--- src/rtl/hub75_pkg.sv ---
// Shared types and sizing helpers for the HUB75 scan path (scan controller,
// framebuffer, bit-select stage).
package hub75_pkg;

    typedef enum logic [2:0] {
        IDLE,
        SHIFT,
        BLANK,
        LATCH,
        DISPLAY
    } state_t;

    localparam int unsigned DEF_COLS = 64;
    localparam int unsigned DEF_ROWS = 32;

    // Counter width for a modulus of n, never narrower than one bit.
    function automatic int unsigned cnt_w(input int unsigned n);
        int unsigned w;
        w = 1;
        if (n > 2) w = unsigned'($clog2(n));
        return w;
    endfunction

    function automatic int unsigned addr_w(input int unsigned rows, input int unsigned cols);
        return cnt_w(rows * cols);
    endfunction

    function automatic int unsigned row_w(input int unsigned rows);
        return cnt_w(rows / 2);
    endfunction

    function automatic int unsigned col_w(input int unsigned cols);
        return cnt_w(cols);
    endfunction

endpackage

--- src/rtl/hub75_bitclk_gen.sv ---
// Shift-clock phase generator: CLK_DIV cycles low then CLK_DIV cycles high per
// column, running only while the scan controller is in SHIFT.
module hub75_bitclk_gen
    import hub75_pkg::*;
#(
    parameter int unsigned CLK_DIV = 2
) (
    input  logic clk,
    input  logic rst_n,
    input  logic shift,
    input  logic shift_next,
    output logic panel_clk,
    output logic low_start_c,
    output logic col_done_c
);

    localparam int unsigned PER = 2 * CLK_DIV;
    localparam int unsigned PW  = cnt_w(PER);

    logic [PW-1:0] phase;
    logic [PW-1:0] phase_next;

    // Phase restarts at zero whenever a shift burst begins.
    always_comb begin
        phase_next = '0;
        if (shift && shift_next) begin
            phase_next = (phase == PW'(PER - 1)) ? '0 : phase + PW'(1);
        end
    end

    assign low_start_c = shift_next && (phase_next == '0);
    assign col_done_c  = shift && (phase == PW'(PER - 1));

    always_ff @(posedge clk or negedge rst_n) begin
        if (!rst_n) begin
            phase     <= '0;
            panel_clk <= 1'b0;
        end else begin
            phase     <= phase_next;
            panel_clk <= shift_next && (phase_next >= PW'(CLK_DIV));
        end
    end

endmodule

--- src/rtl/hub75_scan_ctrl.sv ---
// HUB75 row-scan controller: shifts one row pair, blanks, latches, then lights
// it for OE_CYCLES cycles. All panel and framebuffer outputs are registered.
module hub75_scan_ctrl
    import hub75_pkg::*;
#(
    parameter int unsigned COLS      = DEF_COLS,
    parameter int unsigned ROWS      = DEF_ROWS,
    parameter int unsigned CLK_DIV   = 2,
    parameter int unsigned OE_CYCLES = 256
) (
    input  logic                          clk,
    input  logic                          rst_n,
    input  logic                          en,
    output logic                          fb_rd_en,
    output logic [addr_w(ROWS, COLS)-1:0] fb_addr_top,
    output logic [addr_w(ROWS, COLS)-1:0] fb_addr_bot,
    output logic                          panel_clk,
    output logic                          panel_lat,
    output logic                          panel_oe_n,
    output logic [row_w(ROWS)-1:0]        row_addr,
    output logic                          frame_done
);

    localparam int unsigned HALF = ROWS / 2;
    localparam int unsigned AW   = addr_w(ROWS, COLS);
    localparam int unsigned RW   = row_w(ROWS);
    localparam int unsigned CW   = col_w(COLS);
    localparam int unsigned OW   = cnt_w(OE_CYCLES);

    state_t        state;
    state_t        state_next;
    logic [CW-1:0] col;
    logic [CW-1:0] col_next;
    logic [RW-1:0] row;
    logic [RW-1:0] row_next;
    logic [OW-1:0] oe_cnt;
    logic [OW-1:0] oe_cnt_next;
    logic          run;
    logic          run_next;
    logic          frame_done_d;

    logic          shift_c;
    logic          shift_next_c;
    logic          low_start_c;
    logic          col_done_c;

    logic [AW-1:0] addr_top_d;
    logic [AW-1:0] addr_bot_d;
    logic [RW-1:0] row_addr_d;

    assign shift_c      = (state == SHIFT);
    assign shift_next_c = (state_next == SHIFT);

    hub75_bitclk_gen #(
        .CLK_DIV (CLK_DIV)
    ) u_bitclk (
        .clk         (clk),
        .rst_n       (rst_n),
        .shift       (shift_c),
        .shift_next  (shift_next_c),
        .panel_clk   (panel_clk),
        .low_start_c (low_start_c),
        .col_done_c  (col_done_c)
    );

    // Next-state and counter logic.
    always_comb begin
        state_next   = state;
        col_next     = col;
        row_next     = row;
        oe_cnt_next  = oe_cnt;
        run_next     = run;
        frame_done_d = 1'b0;

        case (state)
            IDLE: begin
                if (en) begin
                    state_next = SHIFT;
                    col_next   = '0;
                end
            end
            SHIFT: begin
                if (col_done_c) begin
                    if (col == CW'(COLS - 1)) begin
                        state_next = BLANK;
                        col_next   = '0;
                    end else begin
                        col_next = col + CW'(1);
                    end
                end
            end
            BLANK:   state_next = LATCH;
            LATCH: begin
                state_next  = DISPLAY;
                oe_cnt_next = '0;
            end
            DISPLAY: begin
                if (oe_cnt == OW'(OE_CYCLES - 1)) begin
                    state_next = run ? SHIFT : IDLE;
                end else begin
                    oe_cnt_next = oe_cnt + OW'(1);
                end
            end
            default: state_next = IDLE;
        endcase

        // Row boundary: en is taken as the final DISPLAY cycle is entered, so the
        // row advance and frame_done are visible during that last lit cycle.
        if ((state_next == DISPLAY) && (oe_cnt_next == OW'(OE_CYCLES - 1))) begin
            run_next = en;
            if (en) begin
                row_next     = (row == RW'(HALF - 1)) ? '0 : row + RW'(1);
                frame_done_d = (row == RW'(HALF - 1));
            end
        end
    end

    // Address and row-select lookahead for the registered outputs.
    always_comb begin
        addr_top_d = fb_addr_top;
        addr_bot_d = fb_addr_bot;
        row_addr_d = row_addr;
        if (low_start_c) begin
            addr_top_d = AW'(row) * AW'(COLS) + AW'(col_next);
            addr_bot_d = (AW'(row) + AW'(HALF)) * AW'(COLS) + AW'(col_next);
        end
        if (state_next == BLANK) begin
            row_addr_d = row;
        end
    end

    always_ff @(posedge clk or negedge rst_n) begin
        if (!rst_n) begin
            state       <= IDLE;
            col         <= '0;
            row         <= '0;
            oe_cnt      <= '0;
            run         <= 1'b0;
            fb_rd_en    <= 1'b0;
            fb_addr_top <= '0;
            fb_addr_bot <= '0;
            panel_lat   <= 1'b0;
            panel_oe_n  <= 1'b1;
            row_addr    <= '0;
            frame_done  <= 1'b0;
        end else begin
            state       <= state_next;
            col         <= col_next;
            row         <= row_next;
            oe_cnt      <= oe_cnt_next;
            run         <= run_next;
            fb_rd_en    <= low_start_c;
            fb_addr_top <= addr_top_d;
            fb_addr_bot <= addr_bot_d;
            panel_lat   <= (state_next == LATCH);
            panel_oe_n  <= (state_next != DISPLAY);
            row_addr    <= row_addr_d;
            frame_done  <= frame_done_d;
        end
    end

endmodule

--- config.mk ---
export PLATFORM = sky130hd
export DESIGN_NAME = hub75_scan_ctrl
export DESIGN_NICKNAME = d
export VERILOG_FILES = /design/src/rtl/hub75_pkg.sv /design/src/rtl/hub75_bitclk_gen.sv /design/src/rtl/hub75_scan_ctrl.sv
export SDC_FILE = /design/constraint.sdc
export NUM_CORES = 1
export LEC_CHECK = 0
export ABC_CLOCK_PERIOD_IN_PS = 2300
export CORE_MARGIN = 3
export CORE_UTILIZATION = 35
export CTS_CLUSTER_SIZE = 10
export DETAILED_ROUTE_END_ITERATION = 7
export GPL_ROUTABILITY_DRIVEN = 0
export PLACE_DENSITY = 0.56
export SETUP_SLACK_MARGIN = 0.02
export SYNTH_ARGS = -nofsm -noshare
export SYNTH_HDL_FRONTEND = slang
export SYNTH_SLANG_ARGS = --single-unit
--- constraint.sdc ---
create_clock -name clk -period 2.3 [get_ports clk]
set_input_delay 0.69 -clock clk [delete_from_list [all_inputs] [get_ports clk]]
set_output_delay 0.69 -clock clk [all_outputs]
set_load 0.005 [all_outputs]
==> results of run 1 <==
stage by stage:
stage | area [µm²] | worst slack (ns)
5_1_grt | 2890 | -0.0496
2_1_floorplan | 2190 | 0.0247
4_1_cts | 2820 | -0.00109
3_3_place_gp | 2660 | -0.157
6_report | 2890 | 0.0663
3_5_place_dp | 2660 | -0.187
power by group:
part / total (µW) / internal (µW) / switching (µW)
Clock: 616 / 355 / 261
Sequential: 773 / 773 / 0
Combinational: 22.7 / 5.42 / 17.3
Total: 1410 / 1130 / 278
timing repair:
item	4_1_cts	5_1_grt
pin swaps	4	9
endpoints found under the setup margin	3	16
buffers inserted	1	2
gates resized for setup	8	12
cloned	0	1
critical path, delay by kind of cell, from the launching register on:
kind,cells,cell delay [ns]
muxes,1,0.31
buffers and inverters,2,0.26
and+or+nand+nor,3,0.91
DFF,1,0.37
AOI/OAI and AO/OA,2,0.28
per-layer routing:
metal,global-route usage (%),vias to the layer above,routed length (µm),share of wire (%)
met3,3.98,2,158,3.5
met2,19.8,33,2210,49
met5,0,-,0,0
met4,5.18,0,38,0.84
met1,17.2,788,2130,47
li1,-,778,-,-
placed cells by master, fill, tap and decap left out, types with 5 or more instances in the layout:
cell type	count
dfrtp_1	43
clkdlybuf4s50_1	31
buf_4	26
nand2_1	13
mux2_4	11
nor2_1	8
nand3_1	8
inv_1	7
mux2_2	7
a31oi_1	6
clkbuf_8	6
o21ai_0	5
sequential cells by signal, summed over array words and instances, names as in the netlist:
signal,cells
oe_cnt,8
state,3
panel_oe_n,1
u_bitclk.phase,2
fb_rd_en,1
col,6
run,1
frame_done,1
u_bitclk.panel_clk,1
panel_lat,1
fb_addr_bot,11
row_addr,4
row,4
worst min path at each step:
| stage | slack [ns] | cells past startpoint | endpoint |
|---|---|---|---|
| final | 0.33 | 1 | row[3] |
| after global routing | 0.34 | 1 | oe_cnt[6] |
| after CTS | 0.33 | 1 | row[3] |
| after detailed placement | 0.46 | 1 | u_bitclk.phase[0] |
| after global placement | 0.45 | 1 | u_bitclk.phase[0] |
| after floorplan | 0.39 | 0 | col[0] |
cell families after synthesis:
| kind of cell | Yosys count |
|---|---|
| fa+ha+maj | 4 |
| buf+inv | 25 |
| xor+xnor | 1 |
| flops | 44 |
| other cells | 1 |
| mux | 20 |
| compound gates | 34 |
| simple gates | 60 |
layout make-up:
cell class	count	area (µm²)
timing repair buffer	61	544
tap	75	93.8
clock inverter	2	38.8
sequential	44	1100
multi-input combinational	121	1010
inverter	7	26.3
fill	557	3100
clock buffer	6	82.6
synth_stat cells, drive strengths merged, types with 2 or more instances:
cell type and instances:
a211oi 2, a21oi 2, a22o 2, a31oi 6, and2 3, and4 2
buf 18, dfrtp 43, ha 4, inv 7, mux2 18, mux2i 2
nand2 14, nand2b 2, nand3 8, nand4 2, nor2 10, nor3 5
nor3b 4, nor4 2, o211a 2, o21ai 7, o31ai 3, or2 2
or3b 2
==> impl_metrics.toml, run 1 <==
[sta]
slew_violations = 0
whs_ns = 0.329
finalCritPeriodShare_pct = 97.1
finalHoldViolCount = 0
fmax_ghz = 0.448
grt_setup_unrepaired = "yes"
period_minus_slack_ns = 2.23
tns_ns = 0
fin_worst_skew_ns = 0.0126
setup_viol = 0

[critical_path]
reg2reg_depth = 8
worstPathRequired_ns = 2.49
arrival_ns = 2.42
crit_start = "state[2]"
cpPeakStageDelay_ns = 0.41
cp_cell_sequence = "buf_4 -> buf_6 -> or3b_4 -> nor3_4 -> o31a_1 -> o22ai_2 -> and4b_2 -> mux2_4"
criticalPathCategory = "reg2reg"
crit_slowest_cell = "or3b_4"
startpoint_type = "flip-flop"
rrSetupSlack_ns = 0.07
worstPathMaxFanout = 9
timing.rr.start = "state[2]"
critical_path.endpoint = "fb_addr_bot[6]"
r2r-end = "fb_addr_bot[6]"
critPathCaptureType = "flip-flop"

[die]
chipWidth_um = 85.0
die-area_mm2 = 0.00722
io_pins = 34
initial_core_util_pct = 36.4
core_area_mm2 = 0.00599
die_h_um = 85.0
num_rows = 28

[job]
maxCapViolations = 0

[layout]
antennaDiodeCount = 0
final_cells = 316
layout-drive-gt1-share_pct = 33.6
fin_nets = 247
fin_util_pct = 48.3
syn2layout_area_growth_pct = 32.6

[logic_synthesis]
synth_top_family_by_area = "simple AND/OR/NAND/NOR gates"
synthCells = 189
yosys.area_share.simple_pct = 15.9
synth_top_area_share_pct = 49.3
synth_top_area_cell = "dfrtp_1"
synth_nets = 196
async_flop_share_pct = 100
ys_types = 51
synth-compound-area-share_pct = 11.4
yosysWarnings = 0
synthFlopType = "dfrtp_1"
synth_adder_area_share_pct = 2.29
synth_area_leaders = "dfrtp_1 (49%), mux2_4 (6.9%), buf_4 (4.5%)"
ys_seq_area_share_pct = 50.5
synthMuxAreaShare_pct = 11.9
netlist_area_mm2 = 0.00218
syn_avg_cell_area_um2 = 11.5
synth-seq-cells = 44
synth_xor_area_share_pct = 0.401
synth_edf_count = 0

[clock_tree]
clockRootBuffer = "clkbuf_8"
clk_pin_slew_ns = 0.08
clk_latency_ns = 0.30
cts_buffers = 5
numClockSinks = 44
htreeDepth = 2
clock_path_buffers = 2
postCtsHoldBufs = 0
cts_tree = "done"

[route]
wl_mm = 4.54
drtAntennaViolNets = 0
viasPerCell = 5.07
drc = 0
vias = 1601
drt_iter0_drc = 89
wl_per_cell_um = 14.4
firstDrtPassIters = 4

[grt]
overflow = 0
grtUsageTotal_pct = 13.0
grt_max_degree = 19
grt_pass1_vias = 1584
grt_pass1_wl_mm = 7.38
antenna_found_initial = 0

[run_status]
outcome = "finished clean"

[placement]
dpl.cell_count = 304
hpwl_mm = 3.07
portBuffers = 32

[pwr]
p_leak_uw = 0.00127
power_uw = 1410
power_density_mw_per_mm2 = 488
vdd_ir_drop_max_mv = 0.227

[min_path]
hold_class = "in2async"
No activity file was read; power rests on OpenSTA's default activity.
==> run 2, diff against run 1 <==
--- a/config.mk
+++ b/config.mk
@@ -11,7 +11,7 @@
 export CTS_CLUSTER_SIZE = 10
 export DETAILED_ROUTE_END_ITERATION = 7
 export GPL_ROUTABILITY_DRIVEN = 0
-export PLACE_DENSITY = 0.56
+export PLACE_DENSITY = 0.63
 export SETUP_SLACK_MARGIN = 0.02
 export SYNTH_ARGS = -nofsm -noshare
 export SYNTH_HDL_FRONTEND = slang
==> run 2 against run 1 <==
Flip-flop and latch count did not move; first-iteration DRC count fell by 53%; fmax shrank 1.0%; largest cell class unchanged.
==> impl_metrics.toml, run 2 (synthesis gave the netlist of run 1 again) <==
[critical_path]
cp_cell_sequence = "or3b_4 -> a211oi_2 -> mux2i_1 -> o2111ai_2 -> or3_4 -> mux2_4"
worstPathRequired_ns = 2.48
arrival_ns = 2.44
critPathCaptureType = "flip-flop"
worstPathMaxFanout = 4
crit_slowest_cell = "or3b_4"
cpPeakStageDelay_ns = 0.40
startpoint_type = "flip-flop"
criticalPathCategory = "reg2reg"

[pwr]
power_frac_comb_pct = 1.4
pwr-share-seq_pct = 54.1
p_leak_uw = 0.00125
p_sw_share_pct = 18.7
switching_power_uw = 268
vdd_ir_drop_max_mv = 0.254
internal-power_uw = 1160
power_density_mw_per_mm2 = 500
clock_power_share_pct = 44.4

[route]
firstDrtPassIters = 4
drtAntennaViolNets = 0
drt_iter0_drc = 42
wl_mm = 4.40
drc = 0
viasPerCell = 5.01
wl_per_cell_um = 14.2
vias = 1559

[grt]
grt_max_degree = 45
antenna_found_initial = 0
overflow = 0
grt_pass1_vias = 1575
grt_pass1_wl_mm = 7.45
grtUsageTotal_pct = 12.8

[layout]
layout-drive-gt1-share_pct = 31.8
fill_cells = 548
fin_area_mm2 = 0.00286
antennaDiodeCount = 0
syn2layout_area_growth_pct = 30.8
final_cell_mix = "dfrtp_1 (42), clkdlybuf4s50_1 (31), buf_4 (24), nand2_1 (13), mux2_4 (10)"
fin_nets = 242
largestRegisters = "fb_addr_bot: 11 flops, oe_cnt: 8 flops, col: 6 flops"
final_cells = 311
final_common_cell = "dfrtp_1"
largest-register = "fb_addr_bot"
largest_register_ffs = 11

[sta]
worst_pin_slew_ns = 0.551
tns_ns = 0
finalHoldViolCount = 0
fin_worst_skew_ns = 0.00363
fmax_ghz = 0.443
slew_violations = 0
fin_ws_ns = 0.0438
period_minus_slack_ns = 2.26
relSlewSlack_pct = 63.3
setup_viol = 0
finalCritPeriodShare_pct = 98.1
grt_setup_unrepaired = "yes"

[die]
die-area_mm2 = 0.00722
chipWidth_um = 85.0
initial_core_util_pct = 36.4
die_h_um = 85.0
io_pins = 34
num_rows = 28
core_area_mm2 = 0.00599

[clock_tree]
numClockSinks = 44
clockRootBuffer = "clkbuf_8"
clock_path_buffers = 2
cts_tree = "done"
clk_pin_slew_ns = 0.08
htreeDepth = 2
cts_buffers = 5
clk_latency_ns = 0.29

[min_path]
hold_class = "in2async"

[job]
maxCapViolations = 0

[placement]
portBuffers = 32
dpl.cell_count = 300
preCtsSetupSlack_ns = -0.196
placed_cell_area_mm2 = 0.00263
hpwl_mm = 3.01

[run_status]
outcome = "finished clean"
==> run 2: changes by cell type in the layout (fill, tap and decap cells not counted), moves of 2 or more <==
| cell | before | now |
|---|---|---|
| buf_6 | 3 | 0 |
| nor3_2 | 0 | 3 |
| buf_4 | 26 | 24 |
| nor3_4 | 2 | 0 |
| nor4_2 | 2 | 0 |
| nor4_4 | 0 | 2 |
==> run 2: timing repair <==
item | 4_1_cts | 5_1_grt
setup endpoints to repair | 5 | 15
cloned | 0 | 1
hold buffers | 0 | 0
resized for setup | 6 | 9
pin swaps | 5 | 7
buffers inserted | 1 | 1
==> run 2: power groups by stage <==
stage / clock network [µW] / logic, µW / registers [µW]
after detailed placement: 0 / 22.0 / 788
after CTS: 660 / 21.9 / 773
after floorplan: 0 / 1.63 / 788
after global routing: 694 / 24.2 / 773
final: 635 / 20.4 / 773
after global placement: 0 / 21.5 / 788
==> run 2: final cells by class <==
class                      instances  area, µm²  share of cell area, %
sequential                        44       1100                   38.7
multi-input combinational        121       1010                   35.4
timing repair buffer              56        495                   17.4
clock buffer                       7       96.3                   3.37
tap                               75       93.8                   3.29
clock inverter                     1       30.0                   1.05
inverter                           7       26.3                  0.920
==> run 2: worst max-delay path: cells and delay by family (launching register included) <==
kind            cells  cell delay [ns]
mux                 2             0.60
simple gates        2             0.80
compound gates      2             0.37
flops               1             0.38
==> run 2: stage by stage <==
stage               hold slack (ns)  utilization, %  power, µW
global placement              0.456            43.8        810
floorplan                     0.394               -        790
CTS                           0.468            46.5       1460
detailed placement            0.453            43.8        810
finish                        0.457            47.7       1430
global route                  0.489            47.7       1490
==> run 2: final timing paths <==
path / start / to / slack, ns / depth (start not counted)
min in group clk: u_bitclk.phase[0] / u_bitclk.phase[0] / 0.46 / 1
min: rst_n / oe_cnt[5] / 0.46 / 2
max in group asynchronous: rst_n / oe_cnt[0] / 1.45 / 2
max: state[1] / row[1] / 0.04 / 6
max reg2reg: state[1] / row[1] / 0.04 / 6
min reg2reg: u_bitclk.phase[0] / u_bitclk.phase[0] / 0.46 / 1
==> run 2: routing by layer <==
layer | GRT usage [%] | routed length, µm | vias up
li1 | - | - | 766
met3 | 2.52 | 135 | 5
met5 | 0 | 0 | -
met2 | 21.5 | 2200 | 27
met1 | 16.1 | 2000 | 761
met4 | 5.18 | 65 | 0
==> run 3, diff against run 2 <==
--- a/config.mk
+++ b/config.mk
@@ -12,6 +12,7 @@
 export DETAILED_ROUTE_END_ITERATION = 7
 export GPL_ROUTABILITY_DRIVEN = 0
 export PLACE_DENSITY = 0.63
+export RECOVER_POWER = 25
 export SETUP_SLACK_MARGIN = 0.02
 export SYNTH_ARGS = -nofsm -noshare
 export SYNTH_HDL_FRONTEND = slang
==> run 3 against run 2 <==
Worst hold slack improved by 0.0039 ns; setup slack unchanged; largest power group unchanged; die area did not move; fmax stayed put; highest routed layer unchanged; register-to-register slack hardly changed; largest cell class unchanged; global-route usage did not move; non-clock buffer count is the same; power is essentially flat.
==> impl_metrics.toml, run 3 (synthesis gave the netlist of run 1 again) <==
[sta]
finalHoldViolCount = 0
worst_pin_slew_ns = 1.07
tns_ns = 0
period_minus_slack_ns = 2.26
fin_ws_ns = 0.0438
fmax_ghz = 0.443
relSlewSlack_pct = 28.9
grt_setup_unrepaired = "yes"
finalCritPeriodShare_pct = 98.1
slew_violations = 0
fin_worst_skew_ns = 0.00363
setup_viol = 0

[critical_path]
crit_family = "simple AND/OR/NAND/NOR gates"
path_buf_inv = 0
worstPathRequired_ns = 2.48
worstPathMaxFanout = 4
critPathCaptureType = "flip-flop"
cp_cell_sequence = "or3b_4 -> a211oi_2 -> mux2i_1 -> o2111ai_2 -> or3_4 -> mux2_4"
arrival_ns = 2.44
crit_start = "state[1]"
criticalPathCategory = "reg2reg"
timing.rr.start = "state[1]"
crit_slowest_cell = "or3b_4"
cpPeakStageDelay_ns = 0.40
startpoint_type = "flip-flop"

[die]
die-area_mm2 = 0.00722
die_h_um = 85.0
core_area_mm2 = 0.00599
initial_core_util_pct = 36.4
chipWidth_um = 85.0
io_pins = 34
num_rows = 28

[layout]
final_cells = 311
final_common_cell = "dfrtp_1"
fin_area_mm2 = 0.00285
antennaDiodeCount = 0
layout-drive-gt1-share_pct = 31.8
syn2layout_area_growth_pct = 30.7
largest-register = "fb_addr_bot"
final_cell_mix = "dfrtp_1 (42), clkdlybuf4s50_1 (31), buf_4 (23), nand2_1 (13), mux2_4 (10)"
fin_nets = 242
largestRegisters = "fb_addr_bot: 11 flops, oe_cnt: 8 flops, col: 6 flops"
largest_register_ffs = 11
fin_util_pct = 47.6

[grt]
grt_pass1_wl_mm = 7.45
grt_max_degree = 45
grt_pass1_vias = 1575
grtUsageTotal_pct = 12.8
antenna_found_initial = 0
overflow = 0

[placement]
portBuffers = 32
hpwl_mm = 3.01
dpl.cell_count = 300
placed_cell_area_mm2 = 0.00263
preCtsSetupSlack_ns = -0.196

[clock_tree]
cts_tree = "done"
clk_latency_ns = 0.29
htreeDepth = 2
clk_pin_slew_ns = 0.08
clockRootBuffer = "clkbuf_8"
clock_path_buffers = 2
numClockSinks = 44
cts_buffers = 5
postCtsHoldBufs = 0

[min_path]
hold_class = "reg2reg"
hp-start = "u_bitclk.phase[0]"

[route]
firstDrtPassIters = 4
viasPerCell = 5.01
drtAntennaViolNets = 0
drt_iter0_drc = 42
wl_mm = 4.40
wl_per_cell_um = 14.2
drc = 0
vias = 1559

[pwr]
vdd_ir_drop_max_mv = 0.254
power_density_mw_per_mm2 = 500
p_leak_uw = 0.00125

[job]
maxCapViolations = 0

[run_status]
outcome = "finished clean"
## run 3: changes by cell type in the layout (fill, tap and decap cells not counted), sizes merged
cell / change
clkbuf: +1
buf: -1
## run 3: worst reg2reg max path: cells and delay by family, from the launching register on
family / cells / cell delay, ns
compound gates: 2 / 0.37
flops: 1 / 0.38
mux: 2 / 0.61
simple gates: 2 / 0.81
## run 3: timing repair
action                                  in CTS  in global routing
pin swaps                                    5                  7
setup buffers                                1                  1
gates resized for setup                      6                  9
cloned                                       0                  1
endpoints found under the setup margin       5                 15
endpoints found under the hold margin        0                  0
## run 3: worst paths after layout
| path | cells past startpoint | slack [ns] | endpoint |
|---|---|---|---|
| worst min register to register | 1 | 0.46 | u_bitclk.phase[0] |
| worst min-delay path | 1 | 0.46 | u_bitclk.phase[0] |
| worst max-delay path | 6 | 0.04 | row[1] |
| min in group asynchronous | 2 | 0.66 | oe_cnt[5] |
| worst max register to register | 6 | 0.04 | row[1] |
| max in group asynchronous | 2 | 0.93 | oe_cnt[0] |
## run 3: per-stage QoR
step           hold slack (ns)  total power [µW]
2_1_floorplan            0.394               790
3_5_place_dp             0.453               810
4_1_cts                  0.468              1460
3_3_place_gp             0.456               810
5_1_grt                  0.489              1490
6_report                 0.461              1430
## run 3: layout make-up
type                    instances  area [µm²]
clock buffers                   7        96.3
clock inverters                 1        30.0
fillers                       549        3140
inverters                       7        26.3
multi-input cells             121        1010
flip-flops and latches         44        1100
well taps                      75        93.8
repair buffers                 56         493
## run 3: where the power goes
| part | switching [µW] | internal (µW) |
|---|---|---|
| Combinational | 16.1 | 3.71 |
| Sequential | 0 | 773 |
| Clock | 251 | 383 |
## run 3: layer usage
metal / track usage [%] / routed length [µm] / vias to the layer above
met5: 0 / 0 / -
met4: 5.18 / 65 / 0
met3: 2.52 / 135 / 5
met2: 21.5 / 2200 / 27
met1: 16.1 / 2000 / 761
li1: - / - / 766
